**src/rtl/uart_rx_port.sv**
```systemverilog
// uart_rx_port: UART receive stage (2-FF sync, fractional baud ticks,
// 3-sample majority vote, 8N1 or 8E1 framing, one-byte holding register).
// Optional feature macro: UART_RX_PARITY_EN (8E1 framing, parity_err live).
// Ports:
//   clk        system clock, all logic on posedge
//   reset      synchronous active-high reset
//   rx         asynchronous serial line, idle high
//   rd_strobe  one-cycle pulse, CPU consumed data_out
//   data_out   received byte (LSB first on the line)
//   data_ready holding register full
//   frame_err  stop bit of current data_out sampled low
//   parity_err parity mismatch of current data_out (0 without the macro)
//   overrun    sticky, a byte was lost while data_ready was set
module uart_rx_port #(
    parameter int CLK_FREQ   = 25000000,
    parameter int BAUD       = 115200,
    parameter int OVERSAMPLE = 16
) (
    input  logic       clk,
    input  logic       reset,
    input  logic       rx,
    input  logic       rd_strobe,
    output logic [7:0] data_out,
    output logic       data_ready,
    output logic       frame_err,
    output logic       parity_err,
    output logic       overrun
);

    localparam longint INC_L =
        (longint'(BAUD) * OVERSAMPLE * 65536 * 2 + CLK_FREQ)
        / (2 * longint'(CLK_FREQ));
    localparam logic [16:0] INC = 17'(INC_L);

    localparam int SW = $clog2(OVERSAMPLE);
    localparam logic [SW-1:0] S_LO  = SW'(OVERSAMPLE / 2 - 1);
    localparam logic [SW-1:0] S_MID = SW'(OVERSAMPLE / 2);
    localparam logic [SW-1:0] S_HI  = SW'(OVERSAMPLE / 2 + 1);
    localparam logic [SW-1:0] S_END = SW'(OVERSAMPLE - 1);

    localparam logic [2:0] IDLE   = 3'd0;
    localparam logic [2:0] START  = 3'd1;
    localparam logic [2:0] DATA   = 3'd2;
`ifdef UART_RX_PARITY_EN
    localparam logic [2:0] PARITY = 3'd3;
`endif
    localparam logic [2:0] STOP   = 3'd4;
    localparam logic [2:0] BRK    = 3'd5;

    logic          r_sync1, r_sync2;
    logic [16:0]   r_acc;
    logic [2:0]    r_state;
    logic [SW-1:0] r_scnt;
    logic [2:0]    r_bitcnt;
    logic          r_s_lo, r_s_mid;
    logic [7:0]    r_shreg;
    logic          r_load, r_ld_fe;
    logic [7:0]    r_data;
    logic          r_ready, r_fe, r_ovr;

    logic w_rxs, w_tick, w_vote, w_vote_t, w_wrap, w_ld_ok;

    assign w_rxs    = r_sync2;
    assign w_tick   = r_acc[16];
    assign w_vote_t = w_tick && (r_scnt == S_HI);
    assign w_wrap   = w_tick && (r_scnt == S_END);
    // third sample is the live rxs at the vote tick
    assign w_vote   = (r_s_lo & r_s_mid) | (r_s_lo & w_rxs) |
                      (r_s_mid & w_rxs);
    // a pending byte is accepted if the register is free or being read now
    assign w_ld_ok  = r_load && (!r_ready || rd_strobe);

    always_ff @(posedge clk) begin
        if (reset) begin
            r_sync1 <= 1'b1;
            r_sync2 <= 1'b1;
        end else begin
            r_sync1 <= rx;
            r_sync2 <= r_sync1;
        end
    end

    // held at INC while idle so the first frame tick has a fixed phase
    always_ff @(posedge clk) begin
        if (reset)
            r_acc <= 17'd0;
        else if (r_state == IDLE)
            r_acc <= INC;
        else
            r_acc <= {1'b0, r_acc[15:0]} + INC;
    end

    always_ff @(posedge clk) begin
        if (reset) begin
            r_state  <= IDLE;
            r_scnt   <= '0;
            r_bitcnt <= 3'd0;
            r_s_lo   <= 1'b1;
            r_s_mid  <= 1'b1;
            r_shreg  <= 8'd0;
            r_load   <= 1'b0;
            r_ld_fe  <= 1'b0;
        end else begin
            r_load <= 1'b0;
            if (w_tick && r_state != IDLE) begin
                r_scnt <= r_scnt + SW'(1);
                if (r_scnt == S_LO)
                    r_s_lo <= w_rxs;
                if (r_scnt == S_MID)
                    r_s_mid <= w_rxs;
            end
            case (r_state)
                IDLE: begin
                    if (!w_rxs) begin
                        r_state  <= START;
                        r_scnt   <= '0;
                        r_bitcnt <= 3'd0;
                    end
                end
                START: begin
                    if (w_vote_t && w_vote)
                        r_state <= IDLE;
                    else if (w_wrap)
                        r_state <= DATA;
                end
                DATA: begin
                    if (w_vote_t)
                        r_shreg <= {w_vote, r_shreg[7:1]};
                    if (w_wrap) begin
                        r_bitcnt <= r_bitcnt + 3'd1;
                        if (r_bitcnt == 3'd7)
`ifdef UART_RX_PARITY_EN
                            r_state <= PARITY;
`else
                            r_state <= STOP;
`endif
                    end
                end
`ifdef UART_RX_PARITY_EN
                PARITY: begin
                    if (w_wrap)
                        r_state <= STOP;
                end
`endif
                STOP: begin
                    // decided mid stop bit so back-to-back frames fit
                    if (w_vote_t) begin
                        r_load  <= 1'b1;
                        r_ld_fe <= ~w_vote;
                        r_state <= w_vote ? IDLE : BRK;
                    end
                end
                BRK: begin
                    if (w_rxs)
                        r_state <= IDLE;
                end
                default: r_state <= IDLE;
            endcase
        end
    end

    always_ff @(posedge clk) begin
        if (reset) begin
            r_data  <= 8'd0;
            r_ready <= 1'b0;
            r_fe    <= 1'b0;
            r_ovr   <= 1'b0;
        end else if (r_load) begin
            if (w_ld_ok) begin
                r_data  <= r_shreg;
                r_ready <= 1'b1;
                r_fe    <= r_ld_fe;
                if (rd_strobe)
                    r_ovr <= 1'b0;
            end else begin
                r_ovr <= 1'b1;
            end
        end else if (rd_strobe) begin
            r_ready <= 1'b0;
            r_ovr   <= 1'b0;
        end
    end

`ifdef UART_RX_PARITY_EN
    logic r_ld_pe, r_pe;

    always_ff @(posedge clk) begin
        if (reset) begin
            r_ld_pe <= 1'b0;
            r_pe    <= 1'b0;
        end else begin
            if (r_state == PARITY && w_vote_t)
                r_ld_pe <= w_vote ^ (^r_shreg);
            if (w_ld_ok)
                r_pe <= r_ld_pe;
        end
    end

    assign parity_err = r_pe;
`else
    assign parity_err = 1'b0;
`endif

    assign data_out   = r_data;
    assign data_ready = r_ready;
    assign frame_err  = r_fe;
    assign overrun    = r_ovr;

endmodule

```
**config.mk**
```make
export PLATFORM = sky130hd
export DESIGN_NAME = uart_rx_port
export DESIGN_NICKNAME = d
export VERILOG_FILES = /design/src/rtl/uart_rx_port.sv
export SDC_FILE = /design/constraint.sdc
export NUM_CORES = 1
export LEC_CHECK = 0
export BUFFER_PORTS_ARGS = -buffer_cell sky130_fd_sc_hd__buf_2
export CAP_MARGIN = 25
export CELL_PAD_IN_SITES_DETAIL_PLACEMENT = 2
export CELL_PAD_IN_SITES_GLOBAL_PLACEMENT = 2
export CORE_UTILIZATION = 37
export DETAILED_ROUTE_END_ITERATION = 8
export PLACE_DENSITY_LB_ADDON = 0.1
export SLEW_MARGIN = 20
export SYNTH_ARGS = -nofsm -noshare
export SYNTH_HDL_FRONTEND = slang
export SYNTH_SLANG_ARGS = --single-unit
```
**constraint.sdc**
```tcl
create_clock -name clk -period 1.7 [get_ports clk]
set_input_delay 0.255 -clock clk [delete_from_list [all_inputs] [get_ports clk]]
set_output_delay 0.255 -clock clk [all_outputs]
set_load 0.02 [all_outputs]
```
### Yosys cells after proc, flatten, opt, wreduce, memory -nomap -nowiden

Index checks and enable logic that the tools add are counted.

| storage, ports and cells | value |
|---|---|
| flip-flop bits (word level) | 52 |
| bits of input ports | 4 |
| output and inout port bits | 12 |
| logic and storage cells | 86 |

| operators by class | value |
|---|---|
| add/sub/neg operators | 3 |
| eq/ne operators | 16 |
| multiplexer cells | 23 |
| bitwise operators | 7 |
| reductions and logical operators | 21 |

Operators with widths:

| kind | count |
|---|---|
| two-way mux 3 bit | 10 |
| adder 16 x 13 -> 17 bit (second input constant) | 1 |
| one-hot mux 3 bit (5 select lines) | 1 |
| two-way mux 13 bit | 1 |
| equality test 4 bit (second input constant) | 3 |
| two-way mux 4 bit | 3 |
| AND reduction 2 bit | 6 |
| inequality test 2 bit (second input constant) | 5 |
| equality test 3 bit (second input constant) | 3 |
| two-way mux 1 bit | 7 |
| one-hot mux 3 bit (2 select lines) | 1 |
| AND reduction 6 bit | 1 |
| logical AND 1 bit | 5 |
| adder 4 x 1 -> 4 bit (second input constant) | 1 |
| equality test 4 x 3 -> 1 bit (second input constant) | 1 |
| nonzero test 2 bit | 2 |
| OR reduction 2 bit | 2 |
| adder 3 x 1 -> 3 bit (second input constant) | 1 |
| bitwise AND 1 bit | 3 |
| equality test 3 x 1 -> 1 bit (second input constant) | 1 |
| equality test 3 x 2 -> 1 bit (second input constant) | 1 |
| logical NOT 3 bit | 1 |
| inequality test 3 bit (second input constant) | 1 |
| AND reduction 3 bit | 1 |
| other kinds (6) | 8 |

### Depth between registers and ports, before layout

| logic depth | value |
|---|---|
| depth in word-level cells | 6 |
| depth in mapped cells | 7 |
| gate-level depth less buffers | 7 |

### Worst setup path after synthesis

Ideal clock, no wire load.

| timing | value |
|---|---|
| kind | register to register |
| from | register r_scnt[0] |
| to | register r_bitcnt[2] |
| setup time | 128 ps |
| arrival | 1363 ps |
| required time | 1572 ps |
| path slack | 210 ps |
| cell stages (with the launch flop) | 8 |
| path buffers | 1 |
| period minus slack after synthesis | 1490 ps |
| cell sequence | dfxtp_1 ha_1 and4_1 clkbuf_1 nand3_1 o21a_4 mux2i_1 nor2_1 |

| on the way | value |
|---|---|
| longest elaborated chain between the ends | 4 |

Ends and longest elaborated chain:

| item | line | text |
|---|---|---|
| start, declared | 53 | `logic [SW-1:0] r_scnt;` |
| start signal, assigned | 106 | `r_scnt <= r_scnt + SW'(1);` |
| equality test 4 bit | 66 | `assign w_wrap = w_tick && (r_scnt == S_END);` |
| logical AND 1 bit | 66 |  |
| inequality test 2 bit (no source line) | -- |  |
| AND reduction 3 bit (no source line) | -- |  |
| end signal, assigned | 130 | `r_bitcnt <= r_bitcnt + 3'd1;` |
| end, declared | 54 | `logic [2:0] r_bitcnt;` |

No other way between the ends.
A chain may end at the register's enable or synchronous reset.

### Worst setup path after layout

| timing | value |
|---|---|
| from | register r_scnt[1] |
| to | register r_state[2] |

| on the way | value |
|---|---|
| longest elaborated chain between the ends | 5 |
| elaborated cells between the ends (all ways) | 11 |
| those cells by class | eq/ne: 5; mux: 2; reduce/logical: 4 |

Ends and longest elaborated chain:

| item | line | text |
|---|---|---|
| equality test 4 bit | 65 | `assign w_vote_t = w_tick && (r_scnt == S_HI);` |
| logical AND 1 bit | 65 |  |
| logical AND 1 bit | 121 | `if (w_vote_t && w_vote)` |
| inequality test 3 bit (no source line) or two-way mux 3 bit (tied branches) | -- |  |
| AND reduction 6 bit (no source line) or one-hot mux 3 bit (5 select lines) (tied branches) | -- |  |
| end signal, assigned | 150 | `r_state <= w_vote ? IDLE : BRK;` |
| end, declared | 52 | `logic [2:0] r_state;` |

Parallel ways exist; a longest one is shown, timed or not.

==> impl_results.md <==
* Outcome: finished clean
* Leak Pwr at 1.02 nW
* Unique masters post-synth at 42
* CORE AREA at 5240 um2
* Worst Path Arrival at 1.80 ns
* Die Ht at 76.9 um
* Met3 wire len at 104 um
* IO buf count at 14
* Ant diodes at 0
* Layout area overhead at 14.5%
* DRT antenna net count at 0
* Routed wire per std cell at 16.5 um
* CP peak stage delay at 0.37 ns
* First drt pass iteration count at 4
* Hold Fails Final Rpt at 0
* # rows at 26
* Initial DRC count at 57
* Die X at 76.9 um
* Post-DP Area at 2230 um2
* I/O pin total at 16
* CP Launch Point: r_scnt[1]
* CP cell instances: inv_2 > ha_4 > and4b_1 > and3_1 > o21ai_0 > nand3_1 > a311oi_2
* Setup Skew at 0.00413 ns
* Routed met2 length at 2.71 mm
* Mapped Area at 2070 um2
* Gr usage total at 0.187
* Req. time, crit path at 1.90 ns
* CTS max path bufs at 2
* Critical Path Sink Type: flip-flop
* CTS tree: done
* Largest net degree at the start of global routing at 26
* Die area at 5910 um2
* RePlAce Congestion at 0.819
* Final instance area at 2380 um2
* Worst Path Max Fanout at 4
* Setup_tns at 0 ns
* Net count, final at 252
* CTS sink cnt at 47
* Syn Area/Cell at 9.26 um2
* Power density over cell area at 885 nW/um2
* Fraction of layout cells with a size suffix above 1 at 0.198
* Vias at 1619
* Stages on the worst setup path at 7
* Reg-to-reg setup timing slack at 0.10 ns
* Root Buffer: clkbuf_8
* Synth Register Bits at 47
* Worst-path clk slew at 0.08 ns
* Vias in the first global route at 1761
* Most frequent cells in the layout: dfxtp_1, nor2_1, mux2i_1, a21oi_1, buf_2
* Max Used Layer: met4
* Min Tclk post-route at 1.60 ns
* Family with the most delay on the worst path: simple AND/OR/NAND/NOR gates
* Cells after synthesis at 224
* Synth Net Count at 234
* DRC at 0
* Setup crit end: r_state[2]
* Hold Crit Class: input port to flip-flop
* RSZ-0062 raised after global routing: no
* Most common cell after layout, fill and taps aside: dfxtp_1
* Max_cap viols at 0
* Total gr overflow at 0
* Avg Vias per Cell at 5.19
* Clk_lat worst skew at 0.29 ns
* H-tree depth at 2
* Worst R2R End: r_state[2]
* FMAX at 625 MHz
* Routed wire length at 5.16 mm
* WL met1 at 2.32 mm
* CP Launch Type: flip-flop
* WS Path Type: flip-flop to flip-flop
* Hpwl dp at 3.65 mm
* Initial Utilization at 0.396
* Crit path buf inv count at 1
* Cts bufs inserted at 5
* Tcrit/Tclk final at 0.941
* Maximum VDD drop at 0.504 mV
* Slew Limit Fails at 0
* Final setup fails at 0
* Synth warn at 0
* Worst R2R Path Depth at 7
* CP max-delay cell: dfxtp_2
* Post-synthesis sequential area ratio at 0.454
* First-pass GRT wire length at 8.73 mm
* Worst r2r src: r_scnt[1]
* Antenna violations before repair at 0
## metal layers
metal / GRT usage / vias up
met1: 0.218 / 806
met5: 0 / -
met4: 0.0462 / 0
met3: 0.0369 / 2
met2: 0.346 / 15
li1: - / 796
## stage by stage
stage	instances	hold slack (ns)	util	setup slack, ns	power (mW)
detailed placement	304	0.411	0.426	-0.000260	1.34
finish	312	0.145	0.454	0.100	2.10
floorplan	224	0.334	-	0.210	1.30
CTS	311	0.137	0.447	0.00304	2.14
global route	312	0.138	0.454	0.00245	2.19
global placement	304	0.407	0.426	0.171	1.32
## cells by family (layout without fill, tap and decap cells)
group	Yosys count	count (layout)	synth area share
other cells	1	1	0.00181
mux	21	21	0.101
flops	47	47	0.454
simple gates	81	81	0.204
xor+xnor	6	6	0.0253
compound gates	35	35	0.109
buf+inv	26	44	0.0639
fa+ha+maj	7	7	0.0416
## report_power, final
group / switching (mW) / internal (mW)
clock: 0.357 / 0.431
sequential: 0.0253 / 1.12
combinational: 0.102 / 0.0672
## cell usage after synthesis
cell type | count | area (um2)
a211oi_1 | 4 | 30.0
a21oi_1 | 16 | 80.1
a221oi_1 | 1 | 8.76
a311oi_1 | 2 | 17.5
a31oi_1 | 2 | 12.5
a32oi_1 | 1 | 8.76
a41o_1 | 1 | 10.0
and2_1 | 1 | 6.26
and3_1 | 4 | 25.0
and3_2 | 1 | 7.51
and4_1 | 1 | 8.76
and4b_1 | 1 | 10.0
buf_2 | 4 | 20.0
buf_4 | 2 | 15.0
buf_6 | 3 | 33.8
clkbuf_1 | 5 | 18.8
conb_1 | 1 | 3.75
dfxtp_1 | 47 | 941
ha_1 | 6 | 75.1
inv_1 | 12 | 45.0
maj3_2 | 1 | 11.3
mux2i_1 | 21 | 210
nand2_1 | 5 | 18.8
nand2b_1 | 6 | 37.5
nand3_1 | 6 | 30.0
nand4_1 | 2 | 12.5
nand4b_1 | 2 | 17.5
nor2_1 | 35 | 131
nor2_4 | 1 | 11.3
nor2b_1 | 2 | 12.5
nor3_1 | 8 | 40.0
nor3_4 | 1 | 16.3
nor3b_1 | 1 | 7.51
nor4_1 | 1 | 6.26
o21a_4 | 1 | 15.0
o21ai_0 | 4 | 20.0
o21bai_1 | 2 | 15.0
o31ai_1 | 1 | 7.51
or2_2 | 2 | 12.5
or3_4 | 1 | 11.3
xnor2_1 | 4 | 35.0
xor2_1 | 2 | 17.5
## sequential cells by signal, indices dropped and copies added, names as in the netlist
name,flops
r_scnt,4
r_state,3
r_acc,12
frame_err,1
data_ready,1
r_bitcnt,3
r_s_mid,1
r_ld_fe,1
overrun,1
data_out,8
r_sync1,1
r_load,1
r_sync2,1
r_s_lo,1
r_shreg,8
## what timing repair did
| item | in CTS | in global routing |
|---|---|---|
| hold endpoints to repair | 0 | 0 |
| gates resized for setup | 2 | 9 |
| buffers inserted | 0 | 1 |
| hold buffers | 0 | 0 |
| setup endpoints to repair | 1 | 7 |
| pin swaps | 0 | 2 |
## how the worst min path moves through the flow
stage	startpoint	endpoint	slack (ns)	depth (start not counted)
final	rx	r_sync1	0.14	2
after global routing	rx	r_sync1	0.14	2
after CTS	rx	r_sync1	0.14	2
after detailed placement	r_sync1	r_sync2	0.41	1
after global placement	r_sync1	r_sync2	0.41	1
after floorplan	rd_strobe	overrun	0.33	1
## cell type report
class / instances / area (um2)
fill: 587 / 2860
multi-input combinational: 151 / 1030
timing repair buffer: 25 / 165
tap: 70 / 87.6
clock buffer: 6 / 72.6
sequential: 47 / 947
inverter: 12 / 45.0
clock inverter: 1 / 30.0
Note: power is estimated with default switching activity, not from simulation.
